--- config.mk ---
export PLATFORM = sky130hd
export DESIGN_NAME = iir_biquad_cascade
export DESIGN_NICKNAME = d
export VERILOG_FILES = /design/src/rtl/iir_biquad_cascade.sv
export SDC_FILE = /design/constraint.sdc
export NUM_CORES = 2
export LEC_CHECK = 0
export CAP_MARGIN = 20
export CELL_PAD_IN_SITES_DETAIL_PLACEMENT = 0
export CELL_PAD_IN_SITES_GLOBAL_PLACEMENT = 1
export CORE_MARGIN = 2
export CORE_UTILIZATION = 46
export DETAILED_ROUTE_END_ITERATION = 8
export PLACE_DENSITY_LB_ADDON = 0.3
export SLEW_MARGIN = 10
export SYNTH_ARGS = -nofsm -noshare
export SYNTH_HDL_FRONTEND = slang
export SYNTH_SLANG_ARGS = --single-unit
--- constraint.sdc ---
create_clock -name clk -period 11.1 [get_ports clk]
set_input_delay 2.22 -clock clk [delete_from_list [all_inputs] [get_ports clk]]
set_output_delay 2.22 -clock clk [all_outputs]
set_load 0.01 [all_outputs]
--- src/rtl/iir_biquad_cascade.sv ---
// rtl/iir_biquad_cascade.sv - stereo cascade of direct-form-I biquads on one shared MAC
//
// Purpose: filters each I2S word (one per l_r_clk edge) through NUM_SECTIONS
// biquads. The left and right channels keep separate history. Coefficients are
// written to a shadow bank and copied to the active bank at the start of every
// sample, so a retune never disturbs a computation that is already running.
//
// Ports:
//   clk, reset        system clock; synchronous active-low reset
//   l_r_clk           asynchronous word select; each edge delivers one sample
//   sample_in         signed x[n] for the channel just selected
//   coef_wr_en        coefficient write strobe into the shadow bank
//   coef_wr_addr      5*s+k, where k = 0 b0, 1 b1, 2 b2, 3 a1, 4 a2
//   coef_wr_data      signed coefficient, COEF_FRAC fractional bits
//   sample_out        filtered y[n]
//   out_ch            channel of sample_out (0 left, 1 right)
//   out_valid         one-cycle pulse when sample_out/out_ch update
//   busy              high whenever the FSM is not idle
//   overrun           sticky; a pending sample was overwritten
//
// Build option: define IIR_SAT_EN to clamp every section output to the DATA_W
// range. Without it, each section output wraps to its low DATA_W bits.

module iir_biquad_cascade #(
  parameter int DATA_W       = 16,
  parameter int COEF_W       = 16,
  parameter int COEF_FRAC    = 14,
  parameter int NUM_SECTIONS = 2,
  parameter int ACC_W        = 40
) (
  input  logic                              clk,
  input  logic                              reset,
  input  logic                              l_r_clk,
  input  logic [DATA_W-1:0]                 sample_in,
  input  logic                              coef_wr_en,
  input  logic [$clog2(5*NUM_SECTIONS)-1:0] coef_wr_addr,
  input  logic [COEF_W-1:0]                 coef_wr_data,
  output logic [DATA_W-1:0]                 sample_out,
  output logic                              out_ch,
  output logic                              out_valid,
  output logic                              busy,
  output logic                              overrun
);

  localparam int NC = 5 * NUM_SECTIONS;
  localparam int AW = $clog2(NC);
  localparam int SW = (NUM_SECTIONS > 1) ? $clog2(NUM_SECTIONS) : 1;
  localparam int PW = DATA_W + COEF_W;
  localparam logic [AW-1:0]     NC_A   = AW'(NC);
  localparam logic [SW-1:0]     S_LAST = SW'(NUM_SECTIONS - 1);
  localparam logic [COEF_W-1:0] UNITY  = COEF_W'(1) << COEF_FRAC;

  typedef enum logic [2:0] {
    IDLE  = 3'd0,
    LOAD  = 3'd1,
    MAC   = 3'd2,
    STORE = 3'd3,
    DONE  = 3'd4
  } state_t;

  state_t state, state_nx;

  // Word-select synchroniser and edge detect
  logic sync_d1, sync_d2;
  logic lr_edge, edge_ch;

  always_ff @(posedge clk) begin
    if (!reset) begin
      sync_d1 <= 1'b0;
      sync_d2 <= 1'b0;
    end else begin
      sync_d1 <= l_r_clk;
      sync_d2 <= sync_d1;
    end
  end

  assign lr_edge = sync_d1 ^ sync_d2;
  assign edge_ch = sync_d1;

  // Coefficient banks
  logic [COEF_W-1:0] shadow    [NC];
  logic [COEF_W-1:0] shadow_nx [NC];
  logic [COEF_W-1:0] active    [NC];

  // The active copy takes shadow_nx, so a write in the LOAD cycle is included.
  always_comb begin
    shadow_nx = shadow;
    if (coef_wr_en && (coef_wr_addr < NC_A)) begin
      shadow_nx[coef_wr_addr] = coef_wr_data;
    end
  end

  always_ff @(posedge clk) begin
    if (!reset) begin
      for (int i = 0; i < NC; i++) begin
        shadow[i] <= ((i % 5) == 0) ? UNITY : '0;
      end
    end else begin
      shadow <= shadow_nx;
    end
  end

  always_ff @(posedge clk) begin
    if (!reset) begin
      for (int i = 0; i < NC; i++) begin
        active[i] <= ((i % 5) == 0) ? UNITY : '0;
      end
    end else if (state == LOAD) begin
      active <= shadow_nx;
    end
  end

  // Working registers and per-channel, per-section history
  logic signed [DATA_W-1:0] cur_x;
  logic                     cur_ch;
  logic signed [ACC_W-1:0]  acc;
  logic [SW-1:0]            s;
  logic [2:0]               k;
  logic                     pend_valid;
  logic [DATA_W-1:0]        pend_x;
  logic                     pend_ch;

  logic signed [DATA_W-1:0] hx1 [2][NUM_SECTIONS];
  logic signed [DATA_W-1:0] hx2 [2][NUM_SECTIONS];
  logic signed [DATA_W-1:0] hy1 [2][NUM_SECTIONS];
  logic signed [DATA_W-1:0] hy2 [2][NUM_SECTIONS];

  // FSM
  always_ff @(posedge clk) begin
    if (!reset) begin
      state <= IDLE;
    end else begin
      state <= state_nx;
    end
  end

  always_comb begin
    state_nx = state;
    case (state)
      IDLE:    if (lr_edge) state_nx = LOAD;
      LOAD:    state_nx = MAC;
      MAC:     if (k == 3'd4) state_nx = STORE;
      STORE:   state_nx = (s == S_LAST) ? DONE : MAC;
      DONE:    state_nx = (pend_valid || lr_edge) ? LOAD : IDLE;
      default: state_nx = IDLE;
    endcase
  end

  assign busy = (state != IDLE);

  // MAC operand selection
  logic [SW-1:0]            s_prev;
  logic signed [DATA_W-1:0] x_in;
  logic signed [DATA_W-1:0] data_cur;
  logic [AW-1:0]            coef_idx;
  logic signed [COEF_W-1:0] coef_cur;
  logic signed [PW-1:0]     prod;
  logic signed [ACC_W-1:0]  prod_ext;
  logic signed [ACC_W-1:0]  acc_nx;
  logic [DATA_W-1:0]        y_new;

  always_comb begin
    s_prev = s - SW'(1);
    // Section 0 filters the captured word; later sections filter the output
    // just stored by the section before them.
    x_in = (s == '0) ? cur_x : hy1[cur_ch][s_prev];
    case (k)
      3'd0:    data_cur = x_in;
      3'd1:    data_cur = hx1[cur_ch][s];
      3'd2:    data_cur = hx2[cur_ch][s];
      3'd3:    data_cur = hy1[cur_ch][s];
      3'd4:    data_cur = hy2[cur_ch][s];
      default: data_cur = '0;
    endcase
    coef_idx = AW'(5 * int'(s) + int'(k));
    coef_cur = (coef_idx < NC_A) ? $signed(active[coef_idx]) : '0;
    prod     = coef_cur * data_cur;
    prod_ext = {{(ACC_W - PW){prod[PW-1]}}, prod};
    // Feedback terms a1, a2 are subtracted.
    acc_nx   = (k >= 3'd3) ? (acc - prod_ext) : (acc + prod_ext);
  end

  // Round half up: adding 2^(COEF_FRAC-1) before the shift equals adding bit
  // COEF_FRAC-1 of acc after it.
`ifdef IIR_SAT_EN
  localparam logic signed [ACC_W-1:0] SAT_MAX = ACC_W'((64'sd1 <<< (DATA_W - 1)) - 64'sd1);
  localparam logic signed [ACC_W-1:0] SAT_MIN = ~SAT_MAX;
  logic signed [ACC_W-1:0] acc_shr;
  logic signed [ACC_W-1:0] scaled;

  always_comb begin
    acc_shr = acc >>> COEF_FRAC;
    scaled  = acc_shr + $signed({{(ACC_W - 1){1'b0}}, acc[COEF_FRAC-1]});
    if (scaled > SAT_MAX) begin
      y_new = {1'b0, {(DATA_W - 1){1'b1}}};
    end else if (scaled < SAT_MIN) begin
      y_new = {1'b1, {(DATA_W - 1){1'b0}}};
    end else begin
      y_new = scaled[DATA_W-1:0];
    end
  end
`else
  always_comb begin
    y_new = acc[COEF_FRAC +: DATA_W] + DATA_W'(acc[COEF_FRAC-1]);
  end
`endif

  // Datapath, pending slot and outputs
  always_ff @(posedge clk) begin
    if (!reset) begin
      cur_x      <= '0;
      cur_ch     <= 1'b0;
      acc        <= '0;
      s          <= '0;
      k          <= '0;
      pend_valid <= 1'b0;
      pend_x     <= '0;
      pend_ch    <= 1'b0;
      overrun    <= 1'b0;
      sample_out <= '0;
      out_ch     <= 1'b0;
      out_valid  <= 1'b0;
      for (int c = 0; c < 2; c++) begin
        for (int i = 0; i < NUM_SECTIONS; i++) begin
          hx1[c][i] <= '0;
          hx2[c][i] <= '0;
          hy1[c][i] <= '0;
          hy2[c][i] <= '0;
        end
      end
    end else begin
      out_valid <= 1'b0;

      // Sample intake
      case (state)
        IDLE: begin
          if (lr_edge) begin
            cur_x  <= $signed(sample_in);
            cur_ch <= edge_ch;
          end
        end
        DONE: begin
          if (pend_valid) begin
            cur_x  <= $signed(pend_x);
            cur_ch <= pend_ch;
            // A word arriving while the pending one is consumed replaces it.
            pend_valid <= lr_edge;
            if (lr_edge) begin
              pend_x  <= sample_in;
              pend_ch <= edge_ch;
            end
          end else if (lr_edge) begin
            cur_x  <= $signed(sample_in);
            cur_ch <= edge_ch;
          end
        end
        default: begin
          if (lr_edge) begin
            if (pend_valid) overrun <= 1'b1;
            pend_valid <= 1'b1;
            pend_x     <= sample_in;
            pend_ch    <= edge_ch;
          end
        end
      endcase

      // Filter arithmetic
      case (state)
        LOAD: begin
          acc <= '0;
          s   <= '0;
          k   <= '0;
        end
        MAC: begin
          acc <= acc_nx;
          k   <= k + 3'd1;
        end
        STORE: begin
          hx2[cur_ch][s] <= hx1[cur_ch][s];
          hx1[cur_ch][s] <= x_in;
          hy2[cur_ch][s] <= hy1[cur_ch][s];
          hy1[cur_ch][s] <= $signed(y_new);
          if (s != S_LAST) begin
            s   <= s + SW'(1);
            acc <= '0;
            k   <= '0;
          end else begin
            sample_out <= y_new;
            out_ch     <= cur_ch;
            out_valid  <= 1'b1;
          end
        end
        default: ;
      endcase
    end
  end

endmodule

# --- After elaboration in Yosys (flattened, before gate mapping) ---
# Memory sizes are Yosys's and may differ from the RTL's. A register that Yosys moved wholly into a read port is not among the register bits.
# Index checks and enable logic that the tools add are counted.
word_totals:
  out_inout_bits: 20
  n_memories: 4
  ram_bits: 256
  elab_cells: 178
  reg_bits: 423
  inputBits: 40
op_classes:
  n_mul: 2
  n_reduce_logical: 23
  n_mux: 79
  n_lt_le_gt_ge: 9
  bitwise: 7
  eq_ne: 12
  n_addsub: 7
mem_list:
  columns: ["memory", "depth", "width", "read_ports", "rd_clocked_by_memory_dff", "wr", "line_no", "text"]
  rows:
  - ["hx1", 2, 32, 1, 1, 2, "123", "logic signed [DATA_W-1:0] hx1 [2][NUM_SECTIONS];"]
  - ["hx2", 2, 32, 1, 1, 2, "124", "logic signed [DATA_W-1:0] hx2 [2][NUM_SECTIONS];"]
  - ["hy1", 2, 32, 1, 1, 2, "125", "logic signed [DATA_W-1:0] hy1 [2][NUM_SECTIONS];"]
  - ["hy2", 2, 32, 1, 1, 2, "126", "logic signed [DATA_W-1:0] hy2 [2][NUM_SECTIONS];"]
ops:
  columns: ["cell", "count"]
  rows:
  - ["$mux W16", 25]
  - ["$mux W32", 9]
  - ["$bwmux W160", 1]
  - ["$mux W160", 1]
  - ["$reduce_or A32 Y1", 4]
  - ["$pmux W40 S3", 1]
  - ["$mux W40", 2]
  - ["$pmux W16 S5", 1]
  - ["$bmux W16 S4", 1]
  - ["$demux W16 S4", 1]
  - ["$pmux W16 S2", 2]
  - ["$add A40 B32 Y40", 1]
  - ["$sub A40 B32 Y40", 1]
  - ["$mul A16 B16 Y32", 1]
  - ["$mux W1", 24]
  - ["$add A16 B1 Y16", 1]
  - ["$demux W16 S1", 1]
  - ["$pmux W3 S5", 1]
  - ["$eq A3 B2 Y1 const B", 4]
  - ["$mux W3", 4]
  - ["$reduce_and A2 Y1", 6]
  - ["$ge A5 B5 Y1 const B", 2]
  - ["$not A4 Y5", 2]
  - ["$pmux W3 S3", 1]
  - ["24 further kinds", 42]

# --- Longest topological paths before layout ---
depth:
  ltp_word: 11
  mapped_depth: 48

# --- Worst setup path before layout ---
# OpenSTA, ideal clock, no wires.
synth_path:
  path_kind: "reg2reg"
  start: "reg with a tool-made name"
  end: "reg acc[29]"
  n_path_buf: 7
  slack_ps: 634
  arrival_ps: 10348
  stages_incl_launch_ff: 44
  setup_time_ps: 118
  cell_sequence: "dfxtp_1 buf_6 buf_6 buf_6 buf_6 buf_2 buf_2 mux4_2 a22oi_1 o221a_2 clkbuf_1 nor2_1 fa_1 inv_1 fa_1 fa_1 fa_1 inv_1 [... 8 more ...] or3_1 a21oi_1 xnor2_1 and3b_2 a21oi_1 xnor2_1 ha_1 and3_1 a221oi_1 nor3_1 o31ai_1 o311ai_1 o31ai_1 o21ai_0 xnor2_1 xnor2_1 xnor2_1 o21ai_1"
synth_lines:
  columns: ["element", "line_no", "text"]
  rows:
  - ["end signal: assignment", "275", "acc <= acc_nx;"]
  - ["end: declaration", "116", "logic signed [ACC_W-1:0] acc;"]

# --- Worst setup path after layout ---
layout_path:
  start: "reg k[1]"
  end: "reg acc[29]"
layout_between:
  elab_chain_len: 10
layout_rtl:
  columns: ["element", "line_no", "text"]
  rows:
  - ["start: declaration", "118", "logic [2:0] k;"]
  - ["start signal: assignment", "276", "k <= k + 3'd1;"]
  - ["$add A4 B3 Y4", "175", "coef_idx = AW'(5 * int'(s) + int'(k));"]
  - ["$not A4 Y5 (implied by the code)", "176", "coef_cur = (coef_idx < NC_A) ? $signed(active[coef_idx]) : '0;"]
  - ["$bmux W16 S4", "176", null]
  - ["$mux W16 (implied by the code) (2 in a row)", "176", null]
  - ["$mux W16", "176", null]
  - ["$mul A16 B16 Y32", "177", "prod = coef_cur * data_cur;"]
  - ["$add A40 B32 Y40 or $sub A40 B32 Y40 (tied branches)", "180", "acc_nx = (k >= 3'd3) ? (acc - prod_ext) : (acc + prod_ext);"]
  - ["$mux W40 *", "180", null]
  - ["$pmux W40 S3 *", "268", "case (state)"]
# Every way passes the cells marked *; elsewhere a longest branch is shown, timed or not. The select of a mux whose other input is x is not followed.
# A chain may end at the register's enable or synchronous reset.

==> run summary <==
OUTCOME
------------------------------------------------------------------------------------
Status                                                                  finished clean

CLOCK NETWORK
------------------------------------------------------------------------------------
Clk pin slew, worst setup/hold paths                                         0.06 ns
Num CTS Buffers                                                                   69
Deepest level of the CTS H-tree                                                    3
CTS tree                                                                       built
Clock root buffer                                                          clkbuf_16
Insertion delay to the later sink of the worst-skew pair                     0.62 ns
Count of hold-fix buffers inserted at cts                                          0
Count of clock tree sinks                                                        670
Max clock buf depth                                                                3

STA
------------------------------------------------------------------------------------
Post-route clock skew                                                     0.02552 ns
Highest achievable clock rate                                            0.09498 GHz
Final cycle utilization of the critical path                                  0.9485
Unrepaired setup endpoints after global routing                                false
Clock period minus worst slack                                              10.53 ns
Count of endpoints failing hold in the final timing report                         0
Worst-Margin Slew                                                           1.125 ns
Relative slew margins                                                         0.2498
Total negative slack                                                            0 ns
Setup violations, final                                                            0
Pins Over Slew Limit                                                               0

HOLD PATH
------------------------------------------------------------------------------------
Worst hold-check path type                                                reg -> reg

LOGIC SYNTHESIS
------------------------------------------------------------------------------------
Simple-gate share of the synthesized area                                     0.1281
Seq/Total Area, Yosys                                                         0.4167
Area fraction of the dominant cell type after synthesis                       0.2162
Synth cell types                                                                  94
Post-Syn Area per Cell                                                     10.32 µm²
Top cells by instance count after synthesis                             nor2_1, dfxtp_1, nand2_1
Mux share of post-synthesis cell area                                        0.08982
Post-synth top area cell                                                     dfxtp_1
Main combinational cell family by area after synthesis                   adder cells
Net count after synthesis                                                       4123
Mapped Cells                                                                    3715
Post-synthesis adder-cell area fraction                                       0.1689
Most instantiated library cell after synthesis                                nor2_1
Netlist Area Pre-Place                                                   0.03834 mm²
Synthesized-area fraction occupied by xor and xnor cells                     0.02396
Largest cells by area after synthesis                                   dfxtp_1, edfxtp_1, fa_1
Synth async-reset ratio                                                            0
Yosys warning count                                                                0
Synth Register Bits                                                              670
Number of enable-type register cells in the synthesized netlist                  256
Ys flop type                                                                 dfxtp_1
Compound-gate portion of the synthesized area                                 0.1168

ROUTING
------------------------------------------------------------------------------------
Routed len/inst                                                             21.64 µm
Number of detailed-routing iterations run before antenna repair                    6
Number of nets with antenna violations after detailed routing                      0
Number of DRC markers in iteration 0                                            2263
Detailed-route via count                                                      27.31k
Remaining routing DRC violations                                                   0
DRT Wirelength                                                              106.1 mm
Drt via density                                                                5.574

PLACED DESIGN
------------------------------------------------------------------------------------
HPWL after DPL                                                              73.03 mm
Weighted congestion at the end of routability-driven global placement         0.8987
Port Buf Inserts                                                                  59

FLOORPLANNING
------------------------------------------------------------------------------------
Floorplan die area                                                       0.08567 mm²
Floorplan Core Area                                                      0.08224 mm²
Initial Utilization                                                           0.4661
Cell Rows                                                                        105
Top-level port count                                                              60
Width of the die                                                            292.7 µm
Die Span Y                                                                  292.7 µm

CRITICAL PATH
------------------------------------------------------------------------------------
Classification of the worst setup path                                    reg -> reg
Data required time of the critical path                                     11.59 ns
Endpoint kind of the worst setup timing path                                register
CP Data Arrival Time                                                        11.01 ns
Flop2flop setup slack                                                        0.57 ns
CP dominant cell by count                                                       fa_1
Maximum fanout encountered on the critical timing path                            12
Slowest-stage cell, CP                                                      o221ai_1
Largest stage delay on the critical path                                     0.68 ns
Nature of the critical path startpoint                                      register

GRT
------------------------------------------------------------------------------------
Number of antenna violations at the first check in global routing                  1
First-pass GRT wire length                                                  164.7 mm
Via count of the first global-routing pass                                    27.31k
Largest net degree at the start of global routing                                160
GRT Residual Overflow                                                              0
Combined global-route utilization of all metal layers                         0.2491

FINAL LAYOUT
------------------------------------------------------------------------------------
FILL cells                                                                      7459
Fraction of layout cells with a size suffix above 1                           0.1170
Area growth from synthesis to layout                                          12.58%
Layout Nets                                                                     4184

POWER AND IR DROP
------------------------------------------------------------------------------------
Total chip power                                                            9.448 mW
Leak                                                                        17.97 nW
Worst ir drop on vdd                                                        147.8 µV
Ratio of total power to cell area                                       218.9 mW/mm²

JOB
------------------------------------------------------------------------------------
Number of max-cap violations                                                       0

layout make-up:
| class | instances | area [µm²] | share of cell area |
|---|---|---|---|
| inverters | 322 | 1214 | 0.02812 |
| flip-flops and latches | 670 | 15980 | 0.3703 |
| multi-input cells | 2501 | 20490 | 0.4748 |
| well taps | 1070 | 1339 | 0.03102 |
| repair buffers | 212 | 1911 | 0.04427 |
| diodes | 1 | 2.502 | 0.00005798 |
| clock inverters | 30 | 296.5 | 0.006871 |
| clock buffers | 94 | 1923 | 0.04456 |
cell families (layout without fill, tap and decap cells):
| kind of cell | count (synthesis) | after routing |
|---|---|---|
| simple gates | 1129 | 1129 |
| flops | 670 | 670 |
| compound gates | 650 | 650 |
| buf+inv | 544 | 658 |
| fa+ha+maj | 368 | 368 |
| mux | 250 | 250 |
| xor+xnor | 104 | 104 |
| other cells | 0 | 1 |
per-stage QoR:
stage / cells / cell area (µm²) / worst slack [ns] / hold WS (ns) / utilization
floorplan: 3715 / 38340 / 0.6339 / 0.4364 / -
global placement: 4759 / 40610 / 0.1587 / 0.4419 / 0.4937
detailed placement: 4760 / 40620 / 0.04675 / 0.4464 / 0.4939
CTS: 4884 / 42850 / 0.02119 / 0.4549 / 0.5210
global route: 4900 / 43160 / 0.02021 / 0.4743 / 0.5248
finish: 4900 / 43160 / 0.5716 / 0.4534 / 0.5248
power by group:
group / switching [mW] / total (mW) / leakage [nW] / internal (mW)
Clock: 0.995 / 2.29 / 1.09 / 1.30
Combinational: 2.54 / 4.28 / 10.9 / 1.75
Sequential: 0.127 / 2.87 / 6.01 / 2.74
timing repair:
item,in CTS,in global routing
pin swaps,0,9
setup buffers,0,13
endpoints found under the setup margin,1,2
gates cloned,0,1
gates resized for setup,1,40
registers in the layout, indices dropped and copies added, names as in the netlist, 3 cells and up, named ones only:
register    cells
hy2            64
shadow        160
hx1            64
k               3
pend_x         16
state           3
active        160
sample_out     16
hy1            64
cur_x          16
acc            30
hx2            64
worst max-delay path, delay by kind of cell, from the launching register on:
| family | cells | cell delay (ns) |
|---|---|---|
| AO/OA/AOI/OAI | 10 | 2.52 |
| XOR/XNOR | 5 | 0.81 |
| adder cells (fa/ha/maj) | 10 | 4.11 |
| buffers and inverters | 6 | 0.97 |
| flip-flops | 1 | 0.50 |
| AND/OR/NAND/NOR | 6 | 1.48 |
metal layers:
metal  GRT usage  vias to the layer above  share of wire
li1            -                    12810              -
met1      0.3493                    13650           0.45
met2      0.4099                      723           0.48
met3     0.02595                      129          0.049
met4     0.07280                        0          0.029
met5           0                        -              0
path summary, 6_finish.rpt:
path | from | end | cells after the start
setup / recovery | k[1] | acc[29] | 37
hold / removal | pend_x[0] | pend_x[0] | 2
setup reg to reg | k[1] | acc[29] | 37
hold reg to reg | pend_x[0] | pend_x[0] | 2
placed cells by master, fill, tap and decap left out, drive strengths merged, types with 23 or more instances in the layout:
| cell type | netlist | layout |
|---|---|---|
| mux4 | 73 | 73 |
| ha | 119 | 119 |
| buf | 40 | 153 |
| inv | 321 | 324 |
| a21oi | 212 | 212 |
| nor2 | 484 | 484 |
| clkbuf | 182 | 95 |
| clkdlybuf4s50 | 0 | 58 |
| fa | 249 | 249 |
| dfxtp | 414 | 414 |
| and2 | 60 | 60 |
| a22oi | 29 | 29 |
| o22ai | 34 | 34 |
| nand2b | 23 | 23 |
| and3 | 23 | 23 |
| clkinv | 1 | 24 |
| xor2 | 45 | 45 |
| nand2 | 399 | 399 |
| xnor2 | 59 | 59 |
| mux2i | 155 | 155 |
| nor2b | 33 | 33 |
| edfxtp | 256 | 256 |
| o21ai | 77 | 77 |
| o22a | 171 | 171 |
| nand3 | 24 | 24 |
No activity file was read; power rests on OpenSTA's default activity.
